### src/rtl/riscv_boot_loader.sv
// Boot loader: packs a length-prefixed byte stream into 32-bit words, writes them to
// instruction memory and then releases the core. Optional trailing checksum: BOOT_CHECKSUM_EN.
module riscv_boot_loader #(
  parameter int ADDR_W    = 10,
  parameter int MAX_WORDS = 1024
) (
  input  logic              clk,
  input  logic              reset,
  input  logic [7:0]        rx_data,
  input  logic              rx_valid,
  output logic              rx_ready,
  output logic              imem_we,
  output logic [ADDR_W-1:0] imem_addr,
  output logic [31:0]       imem_wdata,
  output logic              cpu_reset,
  output logic              boot_done,
  output logic              boot_err
);

  localparam int          CW   = ADDR_W + 1;
  localparam logic [16:0] MAXW = 17'(MAX_WORDS);

`ifdef BOOT_CHECKSUM_EN
  typedef enum logic [2:0] {HDR0, HDR1, LOAD, CSUM, FLUSH, DONE, ERR} state_t;
  localparam state_t POST = CSUM;
  logic [7:0] r_sum;
`else
  typedef enum logic [2:0] {HDR0, HDR1, LOAD, FLUSH, DONE, ERR} state_t;
  localparam state_t POST = FLUSH;
`endif

  state_t       r_state, w_next;
  logic         r_ready, r_we, r_cpu_reset, r_done, r_err;
  logic [ADDR_W-1:0] r_addr;
  logic [31:0]  r_wdata;
  logic [7:0]   r_cnt_lo;
  logic [CW-1:0] r_n, r_word_cnt;
  logic [1:0]   r_byte_cnt;
  logic [23:0]  r_word;
  logic         w_take, w_last_byte, w_last_word, w_ready_nxt;
  logic [15:0]  w_n16;

  assign w_take      = rx_valid && r_ready;
  assign w_n16       = {rx_data, r_cnt_lo};
  assign w_last_byte = (r_byte_cnt == 2'd3);
  assign w_last_word = (r_word_cnt == (r_n - CW'(1)));

  always_comb begin
    w_next = r_state;
    case (r_state)
      HDR0: if (w_take) w_next = HDR1;
      HDR1: if (w_take) begin
        if (w_n16 == 16'd0)              w_next = POST;
        else if ({1'b0, w_n16} > MAXW)   w_next = ERR;
        else                             w_next = LOAD;
      end
      LOAD: if (w_take && w_last_byte && w_last_word) w_next = POST;
`ifdef BOOT_CHECKSUM_EN
      CSUM: if (w_take) w_next = (rx_data == r_sum) ? FLUSH : ERR;
`endif
      FLUSH: w_next = DONE;
      default: w_next = r_state;
    endcase
    w_ready_nxt = (w_next == HDR0) || (w_next == HDR1) || (w_next == LOAD)
`ifdef BOOT_CHECKSUM_EN
                  || (w_next == CSUM)
`endif
                  ;
  end

  // Status outputs follow the current state one edge later, so the core leaves reset
  // only after the FLUSH cycle has let the final write commit.
  always_ff @(posedge clk) begin
    if (!reset) begin
      r_state     <= HDR0;
      r_ready     <= 1'b0;
      r_we        <= 1'b0;
      r_addr      <= '0;
      r_wdata     <= '0;
      r_cpu_reset <= 1'b1;
      r_done      <= 1'b0;
      r_err       <= 1'b0;
      r_cnt_lo    <= '0;
      r_n         <= '0;
      r_word_cnt  <= '0;
      r_byte_cnt  <= '0;
      r_word      <= '0;
`ifdef BOOT_CHECKSUM_EN
      r_sum       <= '0;
`endif
    end else begin
      r_state     <= w_next;
      r_ready     <= w_ready_nxt;
      r_we        <= 1'b0;
      r_cpu_reset <= (r_state != DONE);
      r_done      <= (r_state == DONE);
      r_err       <= (r_state == ERR);
      if (w_take) begin
        case (r_state)
          HDR0: r_cnt_lo <= rx_data;
          HDR1: r_n      <= w_n16[CW-1:0];
          LOAD: begin
            r_byte_cnt <= r_byte_cnt + 2'd1;
            r_word     <= {rx_data, r_word[23:8]};
`ifdef BOOT_CHECKSUM_EN
            r_sum      <= r_sum + rx_data;
`endif
            if (w_last_byte) begin
              r_we       <= 1'b1;
              r_addr     <= r_word_cnt[ADDR_W-1:0];
              r_wdata    <= {rx_data, r_word};
              r_word_cnt <= r_word_cnt + CW'(1);
            end
          end
          default: ;
        endcase
      end
    end
  end

  assign rx_ready   = r_ready;
  assign imem_we    = r_we;
  assign imem_addr  = r_addr;
  assign imem_wdata = r_wdata;
  assign cpu_reset  = r_cpu_reset;
  assign boot_done  = r_done;
  assign boot_err   = r_err;

endmodule

### config.mk
export PLATFORM = sky130hd
export DESIGN_NAME = riscv_boot_loader
export DESIGN_NICKNAME = d
export VERILOG_FILES = /design/src/rtl/riscv_boot_loader.sv
export SDC_FILE = /design/constraint.sdc
export NUM_CORES = 1
export LEC_CHECK = 0
export BUFFER_PORTS_ARGS = -buffer_cell sky130_fd_sc_hd__buf_2
export CAP_MARGIN = 25
export CORE_MARGIN = 2
export CORE_UTILIZATION = 56
export CTS_CLUSTER_DIAMETER = 150
export DETAILED_ROUTE_END_ITERATION = 10
export GPL_TIMING_DRIVEN = 0
export MAX_ROUTING_LAYER = met4
export PLACE_DENSITY_LB_ADDON = 0.25
export REMOVE_ABC_BUFFERS = 1
export SLEW_MARGIN = 10
export SYNTH_ARGS = -nofsm -noshare
export SYNTH_HDL_FRONTEND = slang
export SYNTH_SLANG_ARGS = --single-unit
### constraint.sdc
create_clock -name clk -period 3.8 [get_ports clk]
set_input_delay 0.19 -clock clk [delete_from_list [all_inputs] [get_ports clk]]
set_output_delay 0.19 -clock clk [all_outputs]
set_load 0.05 [all_outputs]
==> reports/results.tsv <==
metric	value	unit
status	complete, no violations	
data required time of the worst path	4.11	ns
Post-Syn Instances	517	
clock buffer depth	2	
Async SR Flop Fraction	0	%
Reg-to-Reg End	r_state[0]	
critical path, cell by cell	nand2b_2 > or3_2 > nor4_2 > o2111ai_1 > o31ai_1 > and3_1	
period utilization	65.8	%
RR Startpoint	r_state[1]	
Clock Latency Late Sink	0.36	ns
Buf+Inv Stages, Crit Path	0	
crit path to	r_state[0]	
clock transition at the registers of the reported paths	0.10	ns
Ys Warns	0	
Unique masters post-synth	40	
ys flop type	dfxtp_1	
Seq cells post-synth	106	
Sink Count	106	
Ports	58	
worst vdd ir	208	uV
critical path depth	6	
Initial DRC Count	178	
Worst Path Arrival	2.81	ns
Vias/cell	5.28	
LEAKAGE	1.91	nW
Avg Inst Size Synth	8.67	um2
critical setup path kind	reg -> reg	
Post-Layout Cell Count	664	
r2r setup slk	1.30	ns
Crit-path slowest cell	or3_2	
CP top delay family	simple AND/OR/NAND/NOR gates	
FMAX	0.400	GHz
aggregate global-route resource usage	21.4	%
top cells by area, synth	dfxtp_1 (47%), nand2_1 (12%), a21boi_0 (12%)	
final setup TNS	0	ns
pwr/cell area	391	nW/um2
Die Wd	93.5	um
Placeable Area	7730	um2
min-delay worst type	in -> reg	
post-DR wirelength/cell	13.2	um
Seq/Total Area, Yosys	47.4	%
pre-CTS setup slack	1.36	ns
# setup viols final	0	
Final Max Slew Viols	0	
slew margin rel.	38.4	%
Final Power	1.99	mW
CTS Hold Bufs	0	
post-synth top area share	47.4	%
worst hold slack	0.107	ns
CP Launch Point	r_state[1]	
Least-Margin Pin Slew	0.924	ns
antenna violations before repair	0	
total number of vias	3505	
CTS resizes	0	
final core utilization	65.7	%
synth-to-layout area growth	13.3	%
DRT Pass-1 Iters	4	
DRC viols	0	
Congestion Overflow GR	0	
Final Cell Area	5080	um2
Max-Cap Viols	0	
PortBufs	57	
die area	8730	um2
Hold Vio Cnt, Final	0	
ant diodes	0	
Worst Setup Start Kind	flop	
CTS tree	built	
final worst path period need	2.50	ns
post-CTS setup buffer count	0	
unrepaired setup endpoints after global routing	false	
Setup Skew	0.00611	ns
Post-DP Area	4850	um2
GPL Wtd Cong	0.862	
antenna viol nets, final	0	
# rows	32	
Worst Reg2Reg Path Length in Cells	6	
EDFF count, synth	0	
die height	93.5	um
Root Buffer	clkbuf_8	
layout cells sized above 1	15.5	%
hpwl dp	5920	um
post-synthesis cell area	4480	um2
DP Cell Count	648	
NumNets Final	571	
vias in the first global route	3297	
CP Capture Type	flop	
global-route wire length before repair	14800	um
most area-hungry cell type in the Yosys netlist	dfxtp_1	
starting density of the core	58.0	%
largest net degree at the start of global routing	105	
Setup WS post-layout	1.30	ns
worst stage delay on the critical path	0.74	ns
crit path max fanout	22	
CTS HTree Levels	3	
total CTS buffers	9	
Final Routed Wirelength	8760	um
==> cell usage in the layout, fill, tap and decap left out, types with 6 or more instances in the layout <==
cell type / n
a21boi_0: 69
and2_1: 8
buf_2: 56
clkbuf_8: 9
dfxtp_1: 106
inv_1: 6
mux2i_1: 21
nand2_1: 149
nand4_1: 7
nor2b_1: 24
nor3_1: 7
o21ai_0: 6
xnor2_1: 15
==> worst register-to-register path, stage by stage (launching register included) <==
cell,delay [ns]
dfxtp_1,0.49
nand2b_2,0.15
or3_2,0.74
nor4_2,0.38
o2111ai_1,0.19
o31ai_1,0.31
and3_1,0.20
==> area by class of cell <==
type	instances	area, um2
clock inverters	6	97.6
flip-flops and latches	106	2120
fillers	653	2650
inverters	6	22.5
multi-input cells	371	2220
repair buffers	63	357
clock buffers	10	128
well taps	102	128
==> Yosys cell counts (6+ instances only) <==
library cell  instances
nand2_1             149
dfxtp_1             106
a21boi_0             69
clkbuf_1             29
nor2b_1              24
mux2i_1              21
xnor2_1              15
nor3_1               10
and2_1                8
nand4_1               7
inv_1                 6
o21ai_0               6
or3_1                 6
==> metal layers <==
layer	global-route usage [%]	routed length [um]	vias to the layer above
met2	35.2	4250	63
met4	7.60	120	0
met1	27.2	4140	1629
met5	-	0	-
met3	2.90	243	15
li1	-	-	1798
==> worst min path at each step <==
| stage | from | to | cells past startpoint |
|---|---|---|---|
| 3_5_place_dp | imem_wdata[9] | imem_wdata[9] | 2 |
| 6_report | rx_data[6] | r_word[22] | 3 |
| 5_1_grt | rx_data[5] | r_word[21] | 3 |
| 2_1_floorplan | reset | rx_ready | 2 |
| 3_3_place_gp | imem_addr[7] | imem_addr[7] | 2 |
| 4_1_cts | rx_data[6] | r_word[22] | 3 |
==> cell families (layout without fill, tap and decap cells) <==
logic type / count (synthesis) / after routing / synth area share (%)
AND/OR/NAND/NOR: 233 / 233 / 24.4
flip-flops: 106 / 106 / 47.4
AO/OA/AOI/OAI: 94 / 94 / 15.4
buffers and inverters: 40 / 85 / 3.41
multiplexers: 21 / 21 / 4.69
XOR/XNOR: 20 / 20 / 3.91
adder cells (fa/ha/maj): 3 / 3 / 0.838
==> report_power, final <==
group | switching [mW] | internal, mW | leakage, nW
combinational | 0.0467 | 0.0388 | 0.940
clock | 0.394 | 0.381 | 0.113
sequential | 0.00817 | 1.12 | 0.855
==> sequential cells by signal, indices dropped and copies added, names as in the netlist <==
name and flops:
boot_done 1, boot_err 1, cpu_reset 1, imem_addr 10, imem_wdata 32, imem_we 1, r_byte_cnt 2, r_cnt_lo 8
r_n 11, r_state 3, r_word 24, r_word_cnt 11, rx_ready 1
Note: power is estimated with default switching activity, not from simulation.
